**src/rtl/stp_frame_collector.sv**
```systemverilog
// Serial-to-parallel frame collector with a shadow bank and an output bank.
// Samples fill the shadow bank; complete frames move to par_out when it is free.
module stp_frame_collector #(
  parameter  int WIDTH     = 16,
  parameter  int NUM_WORDS = 32,
  localparam int CW        = $clog2(NUM_WORDS + 1)
) (
  input  logic                       clk,
  input  logic                       n_rst,
  input  logic                       in_strobe,
  input  logic [WIDTH-1:0]           serial_in,
  input  logic                       clear,
  input  logic                       frame_ack,
  output logic [NUM_WORDS*WIDTH-1:0] par_out,
  output logic                       frame_valid,
  output logic                       overrun,
  output logic [CW-1:0]              fill_count
);

  localparam logic [0:0] FILL = 1'b0;
  localparam logic [0:0] HOLD = 1'b1;

  localparam logic [CW-1:0] LAST = CW'(NUM_WORDS - 1);
  localparam logic [CW-1:0] FULL = CW'(NUM_WORDS);

  logic [0:0]                 state;
  logic [NUM_WORDS*WIDTH-1:0] shadow;
  logic [NUM_WORDS*WIDTH-1:0] direct_frame;
  logic                       last_word;
  logic                       bank_free;
  logic                       ack_seen;

  assign ack_seen  = frame_ack && frame_valid;
  assign bank_free = !frame_valid || frame_ack;
  assign last_word = in_strobe && (fill_count == LAST);

  // Final sample bypasses the shadow so the frame lands with zero latency.
  assign direct_frame = {serial_in,
                         shadow[(NUM_WORDS-1)*WIDTH-1:0]};

  always_ff @(posedge clk or negedge n_rst) begin
    if (!n_rst) begin
      state       <= FILL;
      shadow      <= '0;
      par_out     <= '0;
      frame_valid <= 1'b0;
      overrun     <= 1'b0;
      fill_count  <= '0;
    end else if (clear) begin
      state       <= FILL;
      frame_valid <= 1'b0;
      overrun     <= 1'b0;
      fill_count  <= '0;
    end else begin
      overrun <= 1'b0;
      unique case (state)
        FILL: begin
          if (in_strobe) begin
            shadow[int'(fill_count)*WIDTH +: WIDTH] <= serial_in;
          end
          if (last_word) begin
            if (bank_free) begin
              par_out     <= direct_frame;
              frame_valid <= 1'b1;
              fill_count  <= '0;
            end else begin
              state      <= HOLD;
              fill_count <= FULL;
            end
          end else begin
            if (in_strobe) begin
              fill_count <= fill_count + 1'b1;
            end
            if (ack_seen) begin
              frame_valid <= 1'b0;
            end
          end
        end
        HOLD: begin
          if (frame_ack) begin
            par_out <= shadow;
            state   <= FILL;
            if (in_strobe) begin
              shadow[WIDTH-1:0] <= serial_in;
              fill_count        <= CW'(1);
            end else begin
              fill_count <= '0;
            end
          end else if (in_strobe) begin
            overrun <= 1'b1;
          end
        end
        default: begin
          state <= FILL;
        end
      endcase
    end
  end

endmodule

```
**config.mk**
```make
export PLATFORM = sky130hd
export DESIGN_NAME = stp_frame_collector
export DESIGN_NICKNAME = d
export VERILOG_FILES = /design/src/rtl/stp_frame_collector.sv
export SDC_FILE = /design/constraint.sdc
export NUM_CORES = 1
export LEC_CHECK = 0
export CORE_AREA = 2 2 221 310
export DETAILED_ROUTE_END_ITERATION = 16
export DIE_AREA = 0 0 223 312
export DONT_BUFFER_PORTS = 1
export GPL_ROUTABILITY_DRIVEN = 0
export PLACE_DENSITY = 0.79
export SLEW_MARGIN = 20
export SYNTH_ARGS = -nofsm -noshare
export SYNTH_HDL_FRONTEND = slang
export SYNTH_SLANG_ARGS = --single-unit
```
**constraint.sdc**
```tcl
create_clock -name clk -period 3.4 [get_ports clk]
set_input_delay 0.34 -clock clk [delete_from_list [all_inputs] [get_ports clk]]
set_output_delay 0.34 -clock clk [all_outputs]
set_load 0.1 [all_outputs]
```
[Word level (Yosys, flattened, before mapping)]
Cells that the tools add are included.
Operators by class
  muxes and demuxes: 30
  eq/ne operators: 10
  bitwise logic cells: 2
  reductions and logical operators: 10
  add/sub/neg operators: 2
  shift operators: 2
Operators by type and width (count)
  two-way mux 512 bit: 3
  case mux 512 bit (2 select lines): 1
  bitwise mux 512 bit: 1
  variable shift 16 x 33 -> 512 bit (first input constant): 1
  indexed part select 16 x 33 -> 512 bit: 1
  two-way mux 16 bit: 3
  negator 10 -> 33 bit: 1
  case mux 16 bit (2 select lines): 1
  two-way mux 6 bit: 5
  two-way mux 1 bit: 14
  != test 2 bit (second input constant): 6
  case mux 6 bit (2 select lines): 1
  AND reduction 4 bit: 2
  adder 6 x 1 -> 6 bit (second input constant): 1
  == test 6 x 5 -> 1 bit (second input constant): 1
  AND reduction 3 bit: 2
  != test 4 bit (second input constant): 1
  != test 3 x 2 -> 1 bit (second input constant): 1
  != test 3 bit (second input constant): 1
  nonzero test 3 bit: 1
  logical AND 1 bit: 2
  inverter 1 bit: 2
  case mux 1 bit (2 select lines): 1
  AND reduction 2 bit: 1
  other kinds (2): 2
Word-level totals
  bits in registers: 1033
  output and inout bits: 520
  input bits: 21

[Depth between registers and ports, before layout]
  word-level depth: 6
  mapped depth: 13
  depth with buffers taken out: 8

[Worst setup path after synthesis]
Ideal clock, no wire load.
  path type: register -> register
  from: reg fill_count[0]
  to: reg shadow[118]
  cell stages (with the launch flop): 12
  data arrival time: 3.487 ns
  path buffers: 5
  clock period less this slack: 3.615 ns
  path slack: -0.215 ns
  setup time: 0.127 ns
  cells stage by stage: dfrtp_1 > buf_2 > buf_2 > inv_1 > ha_1 > buf_2 > xor2_2 > nand2b_1 > buf_1 > nor4_4 > buf_6 > mux2_1
Between the ends
  cells in the longest elaborated chain, start to end: 3
  elaborated cells on any way between the ends: 4
  those cells by class: add/sub: 1; shift: 2; mux: 1
Ends and longest elaborated chain
  start: declaration: line 17  | output logic [CW-1:0] fill_count
  start signal: assignment: line 72  | fill_count <= fill_count + 1'b1;
  negator 10 -> 33 bit *: line 59  | shadow[int'(fill_count)*WIDTH +: WIDTH] <= serial_in;
  indexed part select 16 x 33 -> 512 bit / variable shift 16 x 33 -> 512 bit (equally long branches): line 59
  bitwise mux 512 bit *: line 59
  end signal: indexed assignment: line 59
  end signal: indexed assignment: line 84  | shadow[WIDTH-1:0] <= serial_in;
  end: declaration: line 27  | logic [NUM_WORDS*WIDTH-1:0] shadow;
Mark *: on every way between the ends. The rest lies on a longest branch, timed or not.
A chain may end at the register's enable or synchronous reset.

[Worst setup path in the final report]
  from: reg fill_count[0]
  to: reg shadow[476]
The elaborated chain is that of the path after synthesis.

==> flow_metrics.env <==
export IMPL_path_cells="inv_1 > ha_2 > xor2_2 > nand2b_1 > nor4_4 > buf_4 > mux2_2"
export IMPL_fin_tns_setup_ps=0
export IMPL_vias=23977
export IMPL_die_y_um=312
export IMPL_path_buf_inv=2
export IMPL_vdd_ir_drop_max_v=0.0004421
export IMPL_endpoint_kind="flip-flop"
export IMPL_async_reset_ff_frac=1.000
export IMPL_first_pass_iters=5
export IMPL_cp_slowest_cell="dfrtp_2"
export IMPL_post_dp_cell_area_um2=40770
export IMPL_worst_hold_path_type="input pin to async pin"
export IMPL_die_w_um=223
export IMPL_drc_errors=0
export IMPL_cts_sinks=1033
export IMPL_n_antenna_cell=0
export IMPL_via_per_inst=6.229
export IMPL_clk_transition_reported_paths_ps=60
export IMPL_violations="negative hold slack"
export IMPL_relSlewSlack=0.2266
export IMPL_htree_levels=3
export IMPL_ctsHoldBuffers=27
export IMPL_synth_area_leaders="dfrtp_1 65%, mux2_2 19%, nand2_1 4.0%, o31ai_1 2.9%, o21ai_0 2.3%"
export IMPL_timing_final_crit_share=0.9472
export IMPL_synth_edf_count=0
export IMPL_core_area_um2=66560
export IMPL_tritoncts="built"
export IMPL_finalHoldViolCount=500
export IMPL_yosysTopAreaCellShare=0.6506
export IMPL_cts_max_path_buffers=3
export IMPL_drt_wl_total_mm=109.3
export IMPL_root_buffer="clkbuf_16"
export IMPL_cts_buffers=93
export IMPL_min_period_ps=3220
export IMPL_drv_cap=0
export IMPL_drt_initial_drc_count=1607
export IMPL_globalRouteTotalUtil=0.3173
export IMPL_required_ps=3910
export IMPL_fp_dieArea_um2=69580
export IMPL_synth_seq_cells=1033
export IMPL_arrival_ps=3730
export IMPL_whs_ps=-608.4
export IMPL_synthesis_area_um2=39730
export IMPL_port_buffers=0
export IMPL_status="complete, but fails checks"
export IMPL_dpl_hpwl_mm=71.33
export IMPL_wl_per_cell_um=28.41
export IMPL_syn_instance_count=2922
export IMPL_path_max_fanout=16
export IMPL_avgSynthCellArea_um2=13.60
export IMPL_final_setup_viol_count=0
export IMPL_synth_top_cell_by_area="dfrtp_1"
export IMPL_rows=112
export IMPL_slowest_delay_ps=490
export IMPL_critPathLaunchType="flip-flop"
export IMPL_rsz0062_at_grt="no"
export IMPL_clkLatencyLatePin_ps=650
export IMPL_ant_nets=0
export IMPL_grt_pass1_vias=25304
export IMPL_ioPinCount=541
export IMPL_synth_most_common_cell="dfrtp_1"
export IMPL_worstSetupPathType="flip-flop to flip-flop"
export IMPL_grt_ovfl_total=0
export IMPL_fin_nets=2941
export IMPL_yosysSeqAreaShare=0.6506
export IMPL_stdcell_area_um2=44420
export IMPL_post_cts_buffers=0
export IMPL_worst_path_dominant_cell_family="simple AND/OR/NAND/NOR gates"
export IMPL_grt_max_degree=1034
export IMPL_clock_skew_ps=30.75
export IMPL_leakage_nw=21.83
export IMPL_ys_flop_type="dfrtp_1"
export IMPL_area_growth_pct=11.80
export IMPL_p_per_area_nw_per_um2=542.9
export IMPL_yosysWarnings=0
export IMPL_max_freq_ghz=0.3105
export IMPL_final_max_slew_viol_count=0
export IMPL_yosysUniqueCellTypes=53
export IMPL_initial_core_util=0.5969
export IMPL_tightest_slew_ps=1160
export IMPL_synth_nets=2946
export IMPL_synth_cells_most_frequent="1033 x dfrtp_1, 666 x mux2_2, 427 x nand2_1, 183 x o21ai_0, 153 x o31ai_1"
export IMPL_drive_above_1_share=0.3240
export IMPL_antenna_found_initial=0
export IMPL_grt_pass1_wl_mm=163.5
## per-layer routing
metal  track usage  share of wire  up-vias
met5             0              0        -
met4        0.1937          0.066        0
met3        0.1074          0.091      271
met2        0.5136           0.48      933
met1        0.3661           0.36    12529
li1              -              -    10244
## layout by cell type (no fill, tap or decap), types with 24 or more instances in the layout
master     synthesis  routed
dfrtp_1         1033    1030
mux2_2           666     666
nand2_1          427     420
o21ai_0          183     183
o31ai_1          153     152
clkbuf_16          0      96
nor2_1            73      69
buf_4              4      66
nand3_1           30      29
mux2_1            24      24
clkbuf_8           0      24
## sequential cells by signal, indices dropped and copies added, names as in the netlist
register / flops
par_out: 512
shadow: 512
fill_count: 6
frame_valid: 1
overrun: 1
state: 1
## path summary, 6_finish.rpt
kind | slack (ps) | cells past startpoint | to | startpoint
max reg2reg | 180 | 7 | shadow[476] | fill_count[0]
max in group asynchronous | 1750 | 3 | par_out[48] | n_rst
min | -610 | 0 | shadow[482] | n_rst
min in group clk | 40 | 3 | shadow[311] | serial_in[7]
min reg2reg | 470 | 2 | shadow[182] | shadow[182]
max | 180 | 7 | shadow[476] | fill_count[0]
## logic make-up (layout without fill, tap and decap cells)
logic type                 count (synthesis)  count (layout)  synth area share
DFF                                     1033            1033            0.6506
muxes                                    697             697            0.1973
and+or+nand+nor                          569             569           0.05911
AOI/OAI and AO/OA                        394             394           0.06560
buffers and inverters                    222             293           0.02513
xor gates and xnor gates                   4               5          0.001260
adders and majority gates                  3               3         0.0009449
## power breakdown
group	internal [mW]	switching, mW
combinational	0.255	0.813
sequential	12.4	0.0592
clock	6.03	4.56
## final cells by class
class                           count  area (µm²)
Sequential cell                  1033       25850
Fill cell                        4600       22150
Multi-Input combinational cell   1668       13140
Clock buffer                      137        2796
Timing Repair Buffer              107        1174
Tap cell                          855        1070
Clock inverter                     35       327.8
Inverter                           14       52.55
## repair_timing
| item | CTS | global route |
|---|---|---|
| gates resized for setup | 0 | 3 |
| hold endpoints to repair | 1252 | 433 |
| setup endpoints to repair | 0 | 17 |
## stage by stage
step           worst slack (ps)  utilization  std cells  power, mW
3_3_place_gp              212.1       0.6123       3644      13.39
3_5_place_dp              168.7       0.6124       3644      13.42
4_1_cts                   131.9       0.6648       3843      24.04
2_1_floorplan             82.39            -       2922      13.11
5_1_grt                   3.344       0.6673       3849      24.88
6_report                  179.6       0.6673       3849      24.12
Power figures use the tool's default switching activity.
